**config.mk**
```make
export PLATFORM = sky130hd
export DESIGN_NAME = alu_arbiter_flat
export DESIGN_NICKNAME = d
export VERILOG_FILES = /design/src/rtl/alu_arbiter_pkg.sv /design/src/rtl/alu_arbiter_if.sv /design/src/rtl/alu_arbiter_core.sv /design/src/rtl/alu_arbiter.sv /design/src/flat_wrapper.sv
export SDC_FILE = /design/constraint.sdc
export NUM_CORES = 1
export LEC_CHECK = 0
export BUFFER_PORTS_ARGS = -buffer_cell sky130_fd_sc_hd__buf_2
export CORE_MARGIN = 5
export CORE_UTILIZATION = 53
export CTS_BUF_LIST = sky130_fd_sc_hd__clkbuf_8
export DETAILED_ROUTE_END_ITERATION = 6
export PLACE_DENSITY = 0.79
export SETUP_SLACK_MARGIN = 0.2
export SLEW_MARGIN = 15
export SYNTH_ARGS = -nofsm -noshare
export SYNTH_HDL_FRONTEND = slang
export SYNTH_SLANG_ARGS = --single-unit
```
**constraint.sdc**
```tcl
create_clock -name clk -period 2.64 [get_ports clk]
set_clock_uncertainty 0.05 [all_clocks]
set_input_delay 0.528 -clock clk [delete_from_list [all_inputs] [get_ports clk]]
set_output_delay 0.528 -clock clk [all_outputs]
set_load 0.02 [all_outputs]
```
**src/rtl/alu_arbiter_pkg.sv**
```systemverilog
// Shared constants and types for the two-requester ALU arbiter and its datapath.
// The default widths live here so the interface, arbiter and core agree.
package alu_pkg;

    localparam int ALU_W     = 12;
    localparam int ALU_CNT_W = 16;

    localparam logic [2:0] OP_ABS = 3'd0;
    localparam logic [2:0] OP_SHL = 3'd1;
    localparam logic [2:0] OP_AND = 3'd2;
    localparam logic [2:0] OP_OR  = 3'd3;
    localparam logic [2:0] OP_XOR = 3'd4;
    localparam logic [2:0] OP_NOT = 3'd5;
    localparam logic [2:0] OP_ADD = 3'd6;
    localparam logic [2:0] OP_SUB = 3'd7;

    typedef enum logic [1:0] {
        IDLE = 2'd0,
        EXEC = 2'd1,
        RESP = 2'd2
    } state_t;

endpackage

```
**src/rtl/alu_arbiter_if.sv**
```systemverilog
// Bundle of the two command ports, the response port and the grant counters.
// Every port is valid/ready: a transfer happens on a rising clk edge where valid and ready are both high.
interface alu_arbiter_if
    import alu_pkg::*;
#(
    parameter int W     = ALU_W,
    parameter int CNT_W = ALU_CNT_W
);
    logic             req0_valid;
    logic             req0_ready;
    logic [W-1:0]     req0_a;
    logic [W-1:0]     req0_b;
    logic [2:0]       req0_op;

    logic             req1_valid;
    logic             req1_ready;
    logic [W-1:0]     req1_a;
    logic [W-1:0]     req1_b;
    logic [2:0]       req1_op;

    logic             rsp_valid;
    logic             rsp_ready;
    logic             rsp_id;
    logic [W-1:0]     rsp_z;
    logic             rsp_carry;
    logic             rsp_sign;
    logic             rsp_ov;

    logic [CNT_W-1:0] grant_cnt0;
    logic [CNT_W-1:0] grant_cnt1;

    modport master (
        output req0_valid, req0_a, req0_b, req0_op,
        input  req0_ready,
        output req1_valid, req1_a, req1_b, req1_op,
        input  req1_ready,
        input  rsp_valid, rsp_id, rsp_z, rsp_carry, rsp_sign, rsp_ov,
        output rsp_ready,
        input  grant_cnt0, grant_cnt1
    );

    modport slave (
        input  req0_valid, req0_a, req0_b, req0_op,
        output req0_ready,
        input  req1_valid, req1_a, req1_b, req1_op,
        output req1_ready,
        output rsp_valid, rsp_id, rsp_z, rsp_carry, rsp_sign, rsp_ov,
        input  rsp_ready,
        output grant_cnt0, grant_cnt1
    );

endinterface

```
**src/rtl/alu_arbiter_core.sv**
```systemverilog
// alu_core: purely combinational ALU producing result, carry, sign and overflow.
// Sign always follows the result MSB; carry/ov are zero except where an op defines them.
module alu_core
    import alu_pkg::*;
#(
    parameter int W = ALU_W
) (
    input  logic [W-1:0] a,
    input  logic [W-1:0] b,
    input  logic [2:0]   op,
    output logic [W-1:0] z,
    output logic         carry,
    output logic         sign,
    output logic         ov
);

    logic [W:0] sum;

    always_comb begin
        z     = '0;
        carry = 1'b0;
        ov    = 1'b0;
        sum   = '0;
        case (op)
            OP_ABS: begin
                // The most negative value has no positive twin and comes back unchanged.
                z  = a[W-1] ? (~a + {{(W-1){1'b0}}, 1'b1}) : a;
                ov = a[W-1] && (a[W-2:0] == '0);
            end
            OP_SHL: begin
                z     = {b[W-2:0], 1'b0};
                carry = b[W-1];
                ov    = b[W-1] ^ b[W-2];
            end
            OP_AND: z = a & b;
            OP_OR:  z = a | b;
            OP_XOR: z = a ^ b;
            OP_NOT: z = ~a;
            OP_ADD: begin
                sum   = {1'b0, a} + {1'b0, b};
                z     = sum[W-1:0];
                carry = sum[W];
                ov    = (a[W-1] == b[W-1]) && (sum[W-1] != a[W-1]);
            end
            OP_SUB: begin
                // carry=1 means no borrow
                sum   = {1'b0, a} + {1'b0, ~b} + {{W{1'b0}}, 1'b1};
                z     = sum[W-1:0];
                carry = sum[W];
                ov    = (a[W-1] != b[W-1]) && (sum[W-1] != a[W-1]);
            end
            default: z = '0;
        endcase
        sign = z[W-1];
    end

endmodule

```
**src/rtl/alu_arbiter.sv**
```systemverilog
// Round-robin arbiter in front of one alu_core: IDLE grants, EXEC computes, RESP holds the result.
// Define ALU_ARB_STATS_EN to build the per-requester grant counters; otherwise they read 0.
module alu_arbiter
    import alu_pkg::*;
#(
    parameter int W     = ALU_W,
    parameter int CNT_W = ALU_CNT_W
) (
    input  logic          clk,
    input  logic          rst,
    alu_arbiter_if.slave  bus,
    output state_t        dbg_state
);

    state_t         state_q, state_d;
    logic           last_q;
    logic           winner;
    logic           rdy0, rdy1, hs;

    logic [W-1:0]   a_q, b_q;
    logic [2:0]     op_q;
    logic           id_q;

    logic [W-1:0]   core_z;
    logic           core_carry, core_sign, core_ov;

    logic [W-1:0]   rsp_z_q;
    logic           rsp_carry_q, rsp_sign_q, rsp_ov_q, rsp_id_q;

    alu_core #(.W(W)) u_core (
        .a     (a_q),
        .b     (b_q),
        .op    (op_q),
        .z     (core_z),
        .carry (core_carry),
        .sign  (core_sign),
        .ov    (core_ov)
    );

    // On a tie the requester not granted last wins; readys never depend on rsp_ready.
    always_comb begin
        state_d = state_q;
        rdy0    = 1'b0;
        rdy1    = 1'b0;
        winner  = (bus.req0_valid && bus.req1_valid) ? ~last_q : bus.req1_valid;
        case (state_q)
            IDLE: begin
                if (!rst) begin
                    rdy0 = bus.req0_valid && !winner;
                    rdy1 = bus.req1_valid && winner;
                end
                if (rdy0 || rdy1) state_d = EXEC;
            end
            EXEC:    state_d = RESP;
            RESP:    if (bus.rsp_ready) state_d = IDLE;
            default: state_d = IDLE;
        endcase
    end

    assign hs = rdy0 || rdy1;

    always_ff @(posedge clk or posedge rst) begin
        if (rst) begin
            state_q     <= IDLE;
            last_q      <= 1'b1;
            a_q         <= '0;
            b_q         <= '0;
            op_q        <= '0;
            id_q        <= 1'b0;
            rsp_z_q     <= '0;
            rsp_carry_q <= 1'b0;
            rsp_sign_q  <= 1'b0;
            rsp_ov_q    <= 1'b0;
            rsp_id_q    <= 1'b0;
        end else begin
            state_q <= state_d;
            if (hs) begin
                a_q  <= winner ? bus.req1_a  : bus.req0_a;
                b_q  <= winner ? bus.req1_b  : bus.req0_b;
                op_q <= winner ? bus.req1_op : bus.req0_op;
                id_q <= winner;
            end
            if (state_q == EXEC) begin
                rsp_z_q     <= core_z;
                rsp_carry_q <= core_carry;
                rsp_sign_q  <= core_sign;
                rsp_ov_q    <= core_ov;
                rsp_id_q    <= id_q;
            end
            if (state_q == RESP && bus.rsp_ready) last_q <= rsp_id_q;
        end
    end

    assign bus.req0_ready = rdy0;
    assign bus.req1_ready = rdy1;
    assign bus.rsp_valid  = (state_q == RESP);
    assign bus.rsp_id     = rsp_id_q;
    assign bus.rsp_z      = rsp_z_q;
    assign bus.rsp_carry  = rsp_carry_q;
    assign bus.rsp_sign   = rsp_sign_q;
    assign bus.rsp_ov     = rsp_ov_q;
    assign dbg_state      = state_q;

`ifdef ALU_ARB_STATS_EN
    logic [CNT_W-1:0] cnt0_q, cnt1_q;

    always_ff @(posedge clk or posedge rst) begin
        if (rst) begin
            cnt0_q <= '0;
            cnt1_q <= '0;
        end else begin
            if (rdy0) cnt0_q <= cnt0_q + {{(CNT_W-1){1'b0}}, 1'b1};
            if (rdy1) cnt1_q <= cnt1_q + {{(CNT_W-1){1'b0}}, 1'b1};
        end
    end

    assign bus.grant_cnt0 = cnt0_q;
    assign bus.grant_cnt1 = cnt1_q;
`else
    assign bus.grant_cnt0 = '0;
    assign bus.grant_cnt1 = '0;
`endif

endmodule

```
**src/flat_wrapper.sv**
```systemverilog
// flat-port wrapper written by rule: the top's interface ports become plain ports
module alu_arbiter_flat import alu_pkg::*;
#(
    parameter int W     = ALU_W,
    parameter int CNT_W = ALU_CNT_W
)
  (clk, rst, dbg_state, bus_req0_valid, bus_req0_a, bus_req0_b, bus_req0_op, bus_req0_ready, bus_req1_valid, bus_req1_a, bus_req1_b, bus_req1_op, bus_req1_ready, bus_rsp_valid, bus_rsp_id, bus_rsp_z, bus_rsp_carry, bus_rsp_sign, bus_rsp_ov, bus_rsp_ready, bus_grant_cnt0, bus_grant_cnt1);
  alu_arbiter_if #(.W(W), .CNT_W(CNT_W)) bus_i ();
  input  logic clk;
  input  logic rst;
  output state_t dbg_state;
  input wire logic [$bits(bus_i.req0_valid)-1:0] bus_req0_valid;
  input wire logic [$bits(bus_i.req0_a)-1:0] bus_req0_a;
  input wire logic [$bits(bus_i.req0_b)-1:0] bus_req0_b;
  input wire logic [$bits(bus_i.req0_op)-1:0] bus_req0_op;
  output wire logic [$bits(bus_i.req0_ready)-1:0] bus_req0_ready;
  input wire logic [$bits(bus_i.req1_valid)-1:0] bus_req1_valid;
  input wire logic [$bits(bus_i.req1_a)-1:0] bus_req1_a;
  input wire logic [$bits(bus_i.req1_b)-1:0] bus_req1_b;
  input wire logic [$bits(bus_i.req1_op)-1:0] bus_req1_op;
  output wire logic [$bits(bus_i.req1_ready)-1:0] bus_req1_ready;
  output wire logic [$bits(bus_i.rsp_valid)-1:0] bus_rsp_valid;
  output wire logic [$bits(bus_i.rsp_id)-1:0] bus_rsp_id;
  output wire logic [$bits(bus_i.rsp_z)-1:0] bus_rsp_z;
  output wire logic [$bits(bus_i.rsp_carry)-1:0] bus_rsp_carry;
  output wire logic [$bits(bus_i.rsp_sign)-1:0] bus_rsp_sign;
  output wire logic [$bits(bus_i.rsp_ov)-1:0] bus_rsp_ov;
  input wire logic [$bits(bus_i.rsp_ready)-1:0] bus_rsp_ready;
  output wire logic [$bits(bus_i.grant_cnt0)-1:0] bus_grant_cnt0;
  output wire logic [$bits(bus_i.grant_cnt1)-1:0] bus_grant_cnt1;
  assign bus_i.req0_valid = bus_req0_valid;
  assign bus_i.req0_a = bus_req0_a;
  assign bus_i.req0_b = bus_req0_b;
  assign bus_i.req0_op = bus_req0_op;
  assign bus_req0_ready = bus_i.req0_ready;
  assign bus_i.req1_valid = bus_req1_valid;
  assign bus_i.req1_a = bus_req1_a;
  assign bus_i.req1_b = bus_req1_b;
  assign bus_i.req1_op = bus_req1_op;
  assign bus_req1_ready = bus_i.req1_ready;
  assign bus_rsp_valid = bus_i.rsp_valid;
  assign bus_rsp_id = bus_i.rsp_id;
  assign bus_rsp_z = bus_i.rsp_z;
  assign bus_rsp_carry = bus_i.rsp_carry;
  assign bus_rsp_sign = bus_i.rsp_sign;
  assign bus_rsp_ov = bus_i.rsp_ov;
  assign bus_i.rsp_ready = bus_rsp_ready;
  assign bus_grant_cnt0 = bus_i.grant_cnt0;
  assign bus_grant_cnt1 = bus_i.grant_cnt1;
  alu_arbiter #(.W(W), .CNT_W(CNT_W)) u_core (.clk(clk), .rst(rst), .bus(bus_i), .dbg_state(dbg_state));
endmodule
```
After elaboration in Yosys (flattened, before gate mapping)
Index checks and enable logic that the tools add are counted.
{"block": "totals", "register_bits": 47, "in_bits": 59, "out_inout_bits": 53, "word_cells": 68}
{"block": "classes", "addsub": 4, "n_eq_ne": 15, "muxes": 17, "n_bitwise": 7, "n_reduce_logical": 14}
{"cell": "12-bit case mux with 8 select lines", "n": 1}
{"cell": "12-bit two-way mux", "n": 3}
{"cell": "12-bit by 12-bit adder with 13-bit output", "n": 2}
{"cell": "12-bit NOT", "n": 2}
{"cell": "13-bit by 1-bit adder with 13-bit output (second input constant)", "n": 1}
{"cell": "12-bit by 1-bit adder with 12-bit output (second input constant)", "n": 1}
{"cell": "12-bit AND", "n": 1}
{"cell": "3-bit == test (second input constant)", "n": 4}
{"cell": "12-bit OR", "n": 1}
{"cell": "12-bit XOR", "n": 1}
{"cell": "11-bit logical NOT", "n": 1}
{"cell": "1-bit logical AND", "n": 7}
{"cell": "1-bit two-way mux", "n": 7}
{"cell": "3-bit by 2-bit == test with 1-bit output (second input constant)", "n": 2}
{"cell": "2-bit case mux with 3 select lines", "n": 1}
{"cell": "2-bit two-way mux", "n": 2}
{"cell": "1-bit case mux with 4 select lines", "n": 1}
{"cell": "3-bit by 1-bit == test with 1-bit output (second input constant)", "n": 1}
{"cell": "3-bit logical NOT", "n": 1}
{"cell": "3-bit two-way mux", "n": 1}
{"cell": "1-bit != test", "n": 3}
{"cell": "1-bit case mux with 3 select lines", "n": 1}
{"cell": "2-bit by 1-bit == test with 1-bit output (second input constant)", "n": 1}
{"cell": "2-bit == test (second input constant)", "n": 1}
{"cell": "9 further kinds", "n": 10}

Logic depth before layout (Yosys ltp)
{"block": "depth", "ltp_word": 9, "depth_mapped": 10}

Hierarchy
From an unflattened synthesis, not the netlist that was laid out.
{"block": "unflattened", "hier_cells": 530, "area_unflattened_um2": 4863.4}
{"module": "alu_core", "instances": 1, "cells_per_inst": 347, "area_each_um2": 2442.3, "seq_area_each_um2": 0.0}
{"module": "alu_arbiter", "instances": 1, "cells_per_inst": 183, "area_each_um2": 2421.1, "seq_area_each_um2": 1177.4}

Worst setup path before layout
OpenSTA, ideal clock, no wires.
{"block": "synth_path", "kind": "register -> register", "startpoint": "register u_core.a_q[6]", "endpoint": "register u_core.rsp_ov_q (netlist: u_core.bus.rsp_ov)", "setup_time_ps": 134, "arrival_ps": 2176, "t_required_ps": 2456, "path_slack_ps": 280, "path_stages_with_launch": 10, "path_buffers": 1, "path_cell_list": "dfrtp_1 inv_1 ha_1 clkbuf_1 a21o_1 a311oi_1 o21ai_1 o211a_1 a2111oi_0 o22ai_1"}
{"block": "synth_between", "elab_chain_cells": 5, "word_cells_on_any_way": 10, "classes_between": "add/sub: 3; eq/ne: 2; mux: 1; reduce/logical: 4"}
{"item": "start: declaration", "line": "alu_arbiter.sv:20", "rtl": "logic [W-1:0] a_q, b_q;"}
{"item": "start signal: assignment", "line": "alu_arbiter.sv:78", "rtl": "a_q <= winner ? bus.req1_a : bus.req0_a;"}
{"item": "12-bit by 12-bit adder with 13-bit output", "line": "alu_arbiter_core.sv:47", "rtl": "sum = {1'b0, a} + {1'b0, ~b} + {{W{1'b0}}, 1'b1};"}
{"item": "13-bit by 1-bit adder with 13-bit output", "line": "alu_arbiter_core.sv:47"}
{"item": "1-bit != test", "line": "alu_arbiter_core.sv:50", "rtl": "ov = (a[W-1] != b[W-1]) && (sum[W-1] != a[W-1]);"}
{"item": "1-bit logical AND", "line": "alu_arbiter_core.sv:50"}
{"item": "1-bit case mux with 4 select lines *", "line": "alu_arbiter_core.sv:24", "rtl": "case (op)"}
{"item": "end signal: assignment", "line": "alu_arbiter.sv:87", "rtl": "rsp_ov_q <= core_ov;"}
{"item": "end: declaration", "line": "alu_arbiter.sv:28", "rtl": "logic rsp_carry_q, rsp_sign_q, rsp_ov_q, rsp_id_q;"}
Every way passes the cells marked *; elsewhere a longest branch is shown, timed or not.
A chain may end at the register's enable or synchronous reset.

Final worst setup path
{"block": "layout_path", "startpoint": "register u_core.b_q[0]", "endpoint": "register u_core.rsp_z_q[8] (netlist: u_core.bus.rsp_z[8])"}
{"block": "layout_between", "elab_chain_cells": 4, "word_cells_on_any_way": 5, "classes_between": "add/sub: 3; mux: 1; bitwise: 1"}
{"item": "start: declaration", "line": "alu_arbiter.sv:20"}
{"item": "start signal: assignment", "line": "alu_arbiter.sv:79", "rtl": "b_q <= winner ? bus.req1_b : bus.req0_b;"}
{"item": "12-bit NOT", "line": "alu_arbiter_core.sv:47"}
{"item": "12-bit by 12-bit adder with 13-bit output", "line": "alu_arbiter_core.sv:47"}
{"item": "13-bit by 1-bit adder with 13-bit output", "line": "alu_arbiter_core.sv:47"}
{"item": "12-bit case mux with 8 select lines *", "line": "alu_arbiter_core.sv:24"}
{"item": "end signal: assignment", "line": "alu_arbiter.sv:84", "rtl": "rsp_z_q <= core_z;"}
{"item": "end: declaration", "line": "alu_arbiter.sv:27", "rtl": "logic [W-1:0] rsp_z_q;"}
Marks and branches as above.

==> flow_summary_export.csv <==
group,metric,value,unit
power,power_density,1380,nW/um^2
finish,num_antenna_cells,0,
sta,hold_viol,0,
detailed_routing,avgRoutedWirePerCell,17.7,um
sta,fin_crit,2.36,ns
floorplan,die_x,103,um
power,internal_power,3.51,mW
sta,max_freq,423,MHz
yosys,yosysSeqAreaShare,0.249,
clocking,htree_levels,2,
power,sequentialPowerShare,0.190,
power,clock_power_share,0.077,
critical_path,cp.required,2.79,ns
sta,slew-limit-headroom,0.560,
sta,finalCritPeriodShare,0.894,
clocking,clk_path_buf_depth,2,
yosys,synth_top_family_by_area,"compound AO/OA/AOI/OAI gates",
yosys,netlist_instances,577,
detailed_routing,avgViaCountPerCell,5.90,
placed_design,pre_cts_ws,0.104,ns
global_routing,grt_max_degree,56,
global_routing,grt_pass1_wl,21700,um
finish,finalNetCount,766,
detailed_routing,drt-total-wl,13700,um
clocking,clkTransAtPathRegs,0.10,ns
clocking,clockRootBuffer,"clkbuf_8",
worst_hold_path,hold_class,"primary input to asynchronous set/reset pin",
yosys,synthMuxAreaShare,0.0766,
global_routing,grt_pass1_vias,4307,
power,p_leak,2.58,nW
sta,fin_ws,0.279,ns
detailed_routing,drt_first_pass_iters,6,
detailed_routing,vias,4564,
yosys,synth-adder-area-share,0.117,
placed_design,place_inst,762,
power,irDropWorstVdd,0.000646,V
flow_run,drv.max_cap_violation_count,0,
global_routing,grt_use_total,0.257,
global_routing,grt_overflow,0,
clocking,clk-insertion-delay-late,0.31,ns
placed_design,gp_congestion,0.971,
floorplan,start_util,0.538,
global_routing,antenna_found_initial,0,
yosys,synth-xor-area-share,0.0170,
yosys,yosys_warnings,0,
placed_design,dpl.hpwl,10400,um
clocking,numCtsBuffers,5,
yosys,syn_avg_cell_area,8.01,sq um
detailed_routing,post-route-drc-count,0,
yosys,synthArstFlopShare,1.00,
sta,setup_tns,0,ns
finish,final_common_cell,"buf_2",
finish,drive_above_1_share,0.270,
finish,register_area,1160,sq um
floorplan,io_pins,112,
finish,multi_input_area,3200,sq um
floorplan,fp.dieH,103,um
critical_path,reg2reg_setup_slack,0.28,ns
placed_design,io_buffers,79,
yosys,synth-edff-count,0,
status,outcome,"complete, no violations",
sta,hold_slack,0.252,ns
critical_path,critPathArrivalTime,2.51,ns
floorplan,rows,34,
critical_path,end_kind,"flop",
sta,setup_viol,0,
yosys,synth-seq-cells,46,
clocking,cts_sinks,46,
yosys,syn-cell-area,4620,sq um
yosys,synth_ff_type,"dfrtp_1",
power,p_sw_frac,0.535,
clocking,tritoncts,"done",
detailed_routing,antenna_left,0,
finish,layout_common_cells,"79 x buf_2, 58 x nand2_1, 51 x o21ai_0, 41 x inv_1, 41 x dfrtp_1",
finish,instances_no_fill,774,
clocking,cts-hold-fix-buffers,0,
finish,fillers,756,
yosys,synth.distinct_cells,69,
yosys,synth-simple-area-share,0.156,
yosys,synth-compound-area-share,0.262,
floorplan,core_area,8590,sq um
critical_path,crit_type,"flop to flop",
critical_path,path_max_fanout,4,
finish,syn_to_final_growth,18.0,%
sta,worstMarginPinSlew,0.659,ns
floorplan,dieArea,10700,sq um
finish,stdcell_area,5460,sq um
placed_design,post_dp_cell_area,5150,sq um
sta,report.final.slew_viol_count,0,
power,p_sw,4.03,mW
critical_path,start_kind,"flop",
sta,rsz0062_at_grt,"true",
detailed_routing,first_iter_violations,484,
power,pwr-share-comb,0.733,
==> area by class of cell <==
type / instances / share of cell area
Tap cell: 108 / 0.0248
Clock inverter: 3 / 0.00803
Sequential cell: 46 / 0.212
Inverter: 43 / 0.0296
Multi-Input combinational cell: 451 / 0.587
Clock buffer: 5 / 0.0126
Timing Repair Buffer: 118 / 0.126
==> synth_stat cells, drive strengths merged (2+ instances only) <==
| master | n | area [sq um] |
|---|---|---|
| nor2b | 6 | 37.5 |
| nand2 | 58 | 218 |
| o21ai | 53 | 269 |
| nand2b | 8 | 50.1 |
| o22a | 2 | 17.5 |
| o221ai | 4 | 35.0 |
| mux2 | 3 | 33.8 |
| or4 | 2 | 22.5 |
| clkbuf | 20 | 75.1 |
| o311ai | 3 | 26.3 |
| and2 | 6 | 37.5 |
| buf | 48 | 322 |
| o22ai | 5 | 31.3 |
| o31ai | 6 | 45.0 |
| a211oi | 7 | 52.6 |
| o211ai | 5 | 37.5 |
| xnor2 | 8 | 70.1 |
| a221o | 4 | 40.0 |
| nand4 | 5 | 31.3 |
| a31o | 3 | 26.3 |
| a311oi | 3 | 26.3 |
| dfrtp | 45 | 1130 |
| nor2 | 41 | 154 |
| inv | 43 | 161 |
| or2 | 3 | 18.8 |
| nand3 | 6 | 30.0 |
| and3 | 2 | 12.5 |
| mux2i | 32 | 320 |
| o41ai | 3 | 45.1 |
| nor3 | 13 | 75.1 |
| a311o | 3 | 30.0 |
| a31oi | 7 | 43.8 |
| ha | 40 | 500 |
| a21o | 3 | 22.5 |
| a21oi | 34 | 174 |
| o211a | 4 | 40.0 |
| a22oi | 5 | 37.5 |
| o21bai | 3 | 22.5 |
| a221oi | 5 | 50.0 |
| nor4 | 2 | 12.5 |
| fa | 2 | 40.0 |
| a2111oi | 6 | 52.6 |
==> timing repair <==
action,CTS,global route
setup buffers,2,2
pin swaps,1,7
gates resized for setup,11,31
setup endpoints to repair,7,10
==> flip-flops by register name, indices dropped and copies added, names as in the netlist, 2 cells and up <==
| signal | cells |
|---|---|
| u_core.dbg_state | 2 |
| u_core.a_q | 12 |
| u_core.op_q | 3 |
| u_core.b_q | 12 |
| u_core.bus.rsp_z | 11 |
==> worst max-delay path, cell delays in order, from the launching register on <==
cell     delay, ns
dfrtp_1       0.41
buf_4         0.15
ha_1          0.21
inv_1         0.08
fa_2          0.24
a21oi_2       0.08
o31ai_2       0.42
a311o_1       0.29
mux2i_1       0.22
a31oi_1       0.10
==> cell families after synthesis <==
| kind of cell | Yosys count |
|---|---|
| fa+ha+maj | 42 |
| compound gates | 178 |
| buf+inv | 111 |
| flops | 46 |
| xor+xnor | 9 |
| simple gates | 155 |
| other cells | 1 |
| mux | 35 |
==> worst paths after layout <==
path / cells past startpoint / start / to
max in group asynchronous: 3 / rst / u_core.bus.rsp_z[8]
hold reg to reg: 2 / u_core.id_q / u_core.bus.rsp_id
setup / recovery: 9 / u_core.b_q[0] / u_core.bus.rsp_z[8]
setup reg to reg: 9 / u_core.b_q[0] / u_core.bus.rsp_z[8]
hold / removal: 2 / rst / u_core.dbg_state[1]
min in group clk: 2 / bus_rsp_ready / u_core.dbg_state[1]
==> metal layers <==
metal  vias to the layer above  wire length, um  track usage
li1                       2175                -            -
met1                      2073             5910        0.369
met5                         -                0            0
met2                       284             6140        0.400
met4                         0              319       0.0687
met3                        32             1300       0.0436
==> per-stage QoR <==
stage	power, mW	util
floorplan	4.96	-
global placement	6.33	0.599
detailed placement	6.44	0.599
CTS	7.12	0.618
global route	8.15	0.635
finish	7.55	0.635
==> power by group through the flow <==
stage,combinational [mW],clock [mW],sequential [mW]
finish,5.53,0.579,1.43
floorplan,3.45,0,1.51
CTS,5.12,0.582,1.42
detailed placement,5.00,0,1.44
global placement,4.92,0,1.41
global route,6.04,0.616,1.49
(Power assumes the default switching activity.)
